[src/rtl/vrf_pkg.sv]
// Shared types and helpers for the VRF writeback arbiter: state encoding,
// requester indices and width helpers.
package vrf_pkg;

  localparam int REQ_ALU = 0;
  localparam int REQ_LSU = 1;

  typedef enum logic [1:0] {
    WB_IDLE  = 2'd0,
    WB_GRANT = 2'd1,
    WB_BURST = 2'd2,
    WB_DONE  = 2'd3
  } wb_state_e;

  // Width helpers never return 0, so a single-register or single-lane build
  // still gets a legal one-bit field.
  function automatic int addr_bits(input int reg_num);
    return (reg_num > 1) ? $clog2(reg_num) : 1;
  endfunction

  function automatic int elem_bits(input int lanes);
    return (lanes > 1) ? $clog2(lanes) : 1;
  endfunction

endpackage

[src/rtl/vrf_wb_arbiter_if.sv]
// Writeback bus between the two requesters (ALU, LSU), the read sequencer
// busy flag and the latch VRF write port.
interface vrf_wb_arbiter_if #(
  parameter int DATA_WIDTH = 32,
  parameter int REG_NUM    = 32,
  parameter int LANES      = 4
);
  import vrf_pkg::*;

  localparam int ADDR_B = addr_bits(REG_NUM);
  localparam int ELEM_B = elem_bits(LANES);

  logic [1:0]                 req_i;
  logic [1:0][ADDR_B-1:0]     addr_i;
  logic [1:0]                 valid_i;
  logic [1:0][DATA_WIDTH-1:0] data_i;
  logic [1:0]                 gnt_o;
  logic [1:0]                 ready_o;
  logic [1:0]                 done_o;
  logic                       rd_busy_i;
  logic                       vrf_wr_req_o;
  logic                       vrf_wr_en_o;
  logic                       vrf_wr_ready_o;
  logic [ADDR_B-1:0]          vrf_wr_addr_o;
  logic [ELEM_B-1:0]          vrf_wr_elem_cnt_o;
  logic [DATA_WIDTH-1:0]      vrf_wdata_o;

  modport master (
    output req_i, addr_i, valid_i, data_i, rd_busy_i,
    input  gnt_o, ready_o, done_o,
    input  vrf_wr_req_o, vrf_wr_en_o, vrf_wr_ready_o,
    input  vrf_wr_addr_o, vrf_wr_elem_cnt_o, vrf_wdata_o
  );

  modport slave (
    input  req_i, addr_i, valid_i, data_i, rd_busy_i,
    output gnt_o, ready_o, done_o,
    output vrf_wr_req_o, vrf_wr_en_o, vrf_wr_ready_o,
    output vrf_wr_addr_o, vrf_wr_elem_cnt_o, vrf_wdata_o
  );

endinterface

[src/rtl/vrf_wb_arbiter_rr_arb2.sv]
// Two-way round-robin picker: a lone requester always wins, a tie goes to
// the side named by ptr.
module rr_arb2 (
  input  logic [1:0] req,
  input  logic       ptr,
  output logic [1:0] gnt
);

  assign gnt[0] = req[0] & (~req[1] | ~ptr);
  assign gnt[1] = req[1] & (~req[0] |  ptr);

endmodule

[src/rtl/vrf_wb_arbiter.sv]
// Shares the single latch-VRF write port between the ALU and LSU writeback
// paths, one whole vector per grant, round-robin between the two.
module vrf_wb_arbiter #(
  parameter int DATA_WIDTH = 32,
  parameter int REG_NUM    = 32,
  parameter int LANES      = 4
) (
  input logic               clk_i,
  input logic               resetn_i,
  vrf_wb_arbiter_if.slave   bus
);
  import vrf_pkg::*;

  localparam int ADDR_B = addr_bits(REG_NUM);
  localparam int ELEM_B = elem_bits(LANES);
  localparam logic [ELEM_B-1:0] LAST_ELEM = ELEM_B'(LANES - 1);

  wb_state_e         state;
  logic              win;
  logic              ptr;
  logic [ADDR_B-1:0] addr_q;
  logic [ELEM_B-1:0] elem_cnt;
  logic [1:0]        pick;
  logic              beat;
  logic              last_beat;

  rr_arb2 u_rr_arb2 (
    .req (bus.req_i),
    .ptr (ptr),
    .gnt (pick)
  );

  assign beat      = (state == WB_BURST) && bus.valid_i[win];
  assign last_beat = beat && (elem_cnt == LAST_ELEM);

  // A new grant is only taken from IDLE and only while the read sequencer is
  // quiet; once granted, the vector runs to completion regardless of req/busy.
  always_ff @(posedge clk_i or negedge resetn_i) begin
    if (!resetn_i) begin
      state    <= WB_IDLE;
      win      <= 1'b0;
      ptr      <= 1'b0;
      addr_q   <= '0;
      elem_cnt <= '0;
    end else begin
      case (state)
        WB_IDLE: begin
          if (|bus.req_i && !bus.rd_busy_i) begin
            win    <= pick[1];
            addr_q <= bus.addr_i[pick[1]];
            state  <= WB_GRANT;
          end
        end
        WB_GRANT: state <= WB_BURST;
        WB_BURST: begin
          if (beat) begin
            if (last_beat) begin
              elem_cnt <= '0;
              state    <= WB_DONE;
            end else begin
              elem_cnt <= elem_cnt + 1'b1;
            end
          end
        end
        WB_DONE: begin
          ptr   <= ~win;
          state <= WB_IDLE;
        end
        default: state <= WB_IDLE;
      endcase
    end
  end

  // Requester-facing handshakes are pure state decodes steered to the winner.
  always_comb begin
    bus.gnt_o   = '0;
    bus.ready_o = '0;
    bus.done_o  = '0;
    if (state == WB_GRANT || state == WB_BURST) bus.gnt_o[win] = 1'b1;
    if (state == WB_BURST) bus.ready_o[win] = 1'b1;
    if (state == WB_DONE) bus.done_o[win] = 1'b1;
  end

  assign bus.vrf_wr_req_o      = (state == WB_GRANT);
  assign bus.vrf_wr_en_o       = beat;
  assign bus.vrf_wr_ready_o    = last_beat;
  assign bus.vrf_wr_addr_o     = addr_q;
  assign bus.vrf_wr_elem_cnt_o = elem_cnt;
  assign bus.vrf_wdata_o       = (state == WB_BURST) ? bus.data_i[win] : '0;

endmodule
[src/flat_wrapper.sv]
// flat-port wrapper written by rule: the top's interface ports become plain ports
module vrf_wb_arbiter_flat import vrf_pkg::*;
#(
  parameter int DATA_WIDTH = 32,
  parameter int REG_NUM    = 32,
  parameter int LANES      = 4
)
  (clk_i, resetn_i, bus_req_i, bus_addr_i, bus_valid_i, bus_data_i, bus_rd_busy_i, bus_gnt_o, bus_ready_o, bus_done_o, bus_vrf_wr_req_o, bus_vrf_wr_en_o, bus_vrf_wr_ready_o, bus_vrf_wr_addr_o, bus_vrf_wr_elem_cnt_o, bus_vrf_wdata_o);
  vrf_wb_arbiter_if #(.DATA_WIDTH(DATA_WIDTH), .REG_NUM(REG_NUM), .LANES(LANES)) bus_i ();
  input logic clk_i;
  input logic resetn_i;
  input wire logic [$bits(bus_i.req_i)-1:0] bus_req_i;
  input wire logic [$bits(bus_i.addr_i)-1:0] bus_addr_i;
  input wire logic [$bits(bus_i.valid_i)-1:0] bus_valid_i;
  input wire logic [$bits(bus_i.data_i)-1:0] bus_data_i;
  input wire logic [$bits(bus_i.rd_busy_i)-1:0] bus_rd_busy_i;
  output wire logic [$bits(bus_i.gnt_o)-1:0] bus_gnt_o;
  output wire logic [$bits(bus_i.ready_o)-1:0] bus_ready_o;
  output wire logic [$bits(bus_i.done_o)-1:0] bus_done_o;
  output wire logic [$bits(bus_i.vrf_wr_req_o)-1:0] bus_vrf_wr_req_o;
  output wire logic [$bits(bus_i.vrf_wr_en_o)-1:0] bus_vrf_wr_en_o;
  output wire logic [$bits(bus_i.vrf_wr_ready_o)-1:0] bus_vrf_wr_ready_o;
  output wire logic [$bits(bus_i.vrf_wr_addr_o)-1:0] bus_vrf_wr_addr_o;
  output wire logic [$bits(bus_i.vrf_wr_elem_cnt_o)-1:0] bus_vrf_wr_elem_cnt_o;
  output wire logic [$bits(bus_i.vrf_wdata_o)-1:0] bus_vrf_wdata_o;
  assign bus_i.req_i = bus_req_i;
  assign bus_i.addr_i = bus_addr_i;
  assign bus_i.valid_i = bus_valid_i;
  assign bus_i.data_i = bus_data_i;
  assign bus_i.rd_busy_i = bus_rd_busy_i;
  assign bus_gnt_o = bus_i.gnt_o;
  assign bus_ready_o = bus_i.ready_o;
  assign bus_done_o = bus_i.done_o;
  assign bus_vrf_wr_req_o = bus_i.vrf_wr_req_o;
  assign bus_vrf_wr_en_o = bus_i.vrf_wr_en_o;
  assign bus_vrf_wr_ready_o = bus_i.vrf_wr_ready_o;
  assign bus_vrf_wr_addr_o = bus_i.vrf_wr_addr_o;
  assign bus_vrf_wr_elem_cnt_o = bus_i.vrf_wr_elem_cnt_o;
  assign bus_vrf_wdata_o = bus_i.vrf_wdata_o;
  vrf_wb_arbiter #(.DATA_WIDTH(DATA_WIDTH), .REG_NUM(REG_NUM), .LANES(LANES)) u_core (.clk_i(clk_i), .resetn_i(resetn_i), .bus(bus_i));
endmodule
[config.mk]
export PLATFORM = sky130hd
export DESIGN_NAME = vrf_wb_arbiter_flat
export DESIGN_NICKNAME = d
export VERILOG_FILES = /design/src/rtl/vrf_pkg.sv /design/src/rtl/vrf_wb_arbiter_if.sv /design/src/rtl/vrf_wb_arbiter_rr_arb2.sv /design/src/rtl/vrf_wb_arbiter.sv /design/src/flat_wrapper.sv
export SDC_FILE = /design/constraint.sdc
export NUM_CORES = 1
export LEC_CHECK = 0
export CAP_MARGIN = 25
export CORE_MARGIN = 4
export CORE_UTILIZATION = 31
export DETAILED_ROUTE_END_ITERATION = 12
export PLACE_DENSITY = 0.95
export REMOVE_ABC_BUFFERS = 1
export SYNTH_ARGS = -nofsm -noshare
export SYNTH_HDL_FRONTEND = slang
export SYNTH_SLANG_ARGS = --single-unit
[constraint.sdc]
create_clock -name clk_i -period 2.7 [get_ports clk_i]
set_input_delay 0.54 -clock clk_i [delete_from_list [all_inputs] [get_ports clk_i]]
set_output_delay 0.54 -clock clk_i [all_outputs]
set_load 0.02 [all_outputs]
==> impl_metrics.csv <==
group,metric,value,unit
cells_and_area,fin_nets,354,
sta,setup_viol,0,
placed_design,place.port_buffers,128,
yosys,ys_types,24,
yosys,synth_area_leaders,"mux2i_1 27%, dfrtp_1 22%, nor2b_1 18%, ha_1 5.1%, nand3b_1 3.1%",
clocking,path_clk_slew,0.05,ns
floorplanning,die-area,5035,um2
worst_setup_path,path_delay_family,"buffers and inverters",
hold_path,holdCritPathClass,"register to register",
global_route,grt_max_degree,21,
worst_setup_path,path_cells,"buf_4 > mux2i_1 > nor2b_1 > clkdlybuf4s50_1",
sta,drv_slew,0,
global_route,globalRouteMet2Util,36.87,%
worst_setup_path,regToRegStartpoint,"u_core.state[0]",
clocking,cts_repair_resize_count,0,
detailed_routing,avgViaCountPerCell,4.771,
global_route,met1_usage,21.97,%
global_route,grt_pass1_wl,8224,um
placed_design,place_congestion,0.8420,
detailed_routing,dr.pass1.iters,4,
floorplanning,die_h,70.96,um
yosys,synth-seq-cells,11,
sta,rsz0062_at_grt,"false",
sta,finalCritPeriodShare,94.89,%
floorplanning,coreArea,3744,um2
worst_setup_path,cpPeakStageDelay,0.63,ns
yosys,synth_edf_count,0,
sta,fin_skew,0.005430,ns
floorplanning,fp.dieW,70.96,um
placed_design,dp.cells,311,
worst_setup_path,slowest_stage,"clkdlybuf4s50_1",
sta,max_freq,390.3,MHz
power,p_total,2429,uW
clocking,cts_buffers,3,
clocking,cts_tree,"done",
yosys,yosysTopAreaCell,"mux2i_1",
global_route,gr-usage-all-layers,20.45,%
floorplanning,initial_core_util,32.82,%
yosys,syn_inst,140,
clocking,postCtsSetupBuffers,0,
floorplanning,rows,22,
status,status,"finished, final reports clean",
global_route,met3_usage,7.386,%
cells_and_area,n_antenna_cell,0,
worst_setup_path,worstPathRequired,2.16,ns
clocking,cts-root-buf,"clkbuf_8",
floorplanning,io_pins,129,
sta,worst_pin_slew,0.5095,ns
yosys,async_flop_share,100.0,%
placed_design,dpl.hpwl,4546,um
worst_setup_path,crit_arrival,2.02,ns
sta,hold_viol_final,0,
worst_setup_path,cp-start-kind,"register",
worst_setup_path,rrSetupSlack,0.96,ns
detailed_routing,drc_errors,0,
sta,relSlewSlack,65.96,%
yosys,synth.avg_cell_area,8.776,um2
power,pwr_density_cell,929.9,nW/um2
global_route,busiest_layer,"met2",
cells_and_area,area_growth,112.6,%
worst_setup_path,path_buf_inv,2,
detailed_routing,wl,5277,um
detailed_routing,ant_nets,0,
worst_setup_path,cp-end-kind,"output pin",
worst_setup_path,crit_fanout,20,
cells_and_area,fin_cells,315,
yosys,yosysTopAreaCellShare,26.88,%
hold_path,hp-start,"u_core.ptr",
sta,period_needed,2.562,ns
worst_setup_path,path_class,"register to output pin",
power,max-vdd-ir-drop,606.5,uV
clocking,cts.htree.levels,1,
hold_path,hold_depth,1,
run,drv_cap,0,
cells_and_area,finalInstanceArea,2613,um2
detailed_routing,routed-via-count,1503,
yosys,synthFlopType,"dfrtp_1",
clocking,holdBufCountCts,0,
power,p_leak,0.001043,uW
clocking,clock_latency,0.24,ns
sta,setup_tns,0,ns
yosys,seq_area_frac_synth,22.40,%
detailed_routing,wl_per_cell,16.75,um
clocking,clock_sinks,11,
hold_path,hold_end,"u_core.ptr",
yosys,synthesis.area,1229,um2
worst_setup_path,critical_path_depth,4,
yosys,yosysWarnings,0,
detailed_routing,drt_iter0_drc,41,
clocking,clockBufferDepth,2,
cells_and_area,drive_gt1_share,5.243,%
global_route,antenna_found_initial,0,
placed_design,placed_area,2567,um2
global_route,overflow,0,
worst_setup_path,rr_worst_depth,6,
worst_setup_path,reg2reg_to,"u_core.state[1]",
global_route,grt_pass1_vias,1596,
-- metal layers --
metal | share of wire (%) | up-vias
met3 | 11 | 10
met2 | 50 | 81
met4 | 2.4 | 0
met1 | 36 | 675
li1 | - | 737
met5 | 0 | -
-- cells in the final DEF (no fill, tap or decap), drive strengths merged --
cell,instances
clkdlybuf4s50,128
nor2b,37
mux2i,33
dfrtp,11
buf,7
o21ai,6
nand3b,5
a21oi,5
a31oi,5
ha,5
inv,5
and2,4
clkbuf,4
nor2,3
mux2,3
o21bai,1
o21ba,1
a21o,1
a221oi,1
o22a,1
o41ai,1
-- metrics by stage --
step	setup slack [ns]	hold slack, ns	util [%]
after global routing	0.03202	0.5164	69.79
after detailed placement	0.1451	0.4847	68.58
after CTS	0.1076	0.4963	69.79
after floorplan	-0.1046	0.2444	-
final	0.1380	0.4872	69.79
after global placement	0.1532	0.4738	68.58
-- cell families (layout without fill, tap and decap cells) --
| logic type | Yosys count | in the layout | share of synthesized area (%) |
|---|---|---|---|
| AO/OA/AOI/OAI | 22 | 22 | 11.71 |
| adder cells (fa/ha/maj) | 5 | 5 | 5.092 |
| buffers and inverters | 17 | 144 | 6.109 |
| flip-flops | 11 | 11 | 22.40 |
| multiplexers | 36 | 36 | 29.63 |
| AND/OR/NAND/NOR | 49 | 49 | 25.05 |
-- power by group --
| part | internal (uW) | switching, uW |
|---|---|---|
| Combinational | 1010 | 928 |
| Clock | 104 | 63.0 |
| Sequential | 252 | 76.6 |
| Total | 1360 | 1070 |
-- cell usage after synthesis (2+ instances only) --
| library cell | instances |
|---|---|
| clkbuf_1 | 7 |
| ha_1 | 5 |
| o21ai_0 | 5 |
| inv_1 | 4 |
| nor2b_1 | 36 |
| nand3b_1 | 5 |
| a31oi_1 | 5 |
| mux2i_1 | 33 |
| dfrtp_1 | 11 |
| and2_1 | 4 |
| buf_2 | 3 |
| mux2_1 | 3 |
| a21oi_1 | 5 |
| buf_4 | 2 |
| nor2_1 | 3 |
-- registers in the layout, summed over array words and instances (netlist names) --
register                      cells
u_core.bus.vrf_wr_addr_o          5
u_core.win                        1
u_core.ptr                        1
u_core.bus.vrf_wr_elem_cnt_o      2
u_core.state                      2
-- cell type report --
class / instances / area, um2
fill: 312 / 1131
timing repair buffer: 135 / 1334
clock buffer: 4 / 45.04
tap: 48 / 60.06
inverter: 5 / 18.77
sequential: 11 / 276.5
multi-input combinational: 112 / 878.3
-- worst max path at each step --
stage	from	endpoint	slack, ns
after floorplan	u_core.win	bus_vrf_wr_ready_o	-0.10
after global placement	bus_valid_i[1]	bus_vrf_wr_ready_o	0.15
after detailed placement	bus_valid_i[1]	bus_vrf_wr_ready_o	0.15
after CTS	u_core.win	bus_vrf_wdata_o[2]	0.11
after global routing	bus_valid_i[1]	bus_vrf_wr_ready_o	0.03
final	u_core.win	bus_vrf_wdata_o[2]	0.14
(Power assumes the default switching activity.)
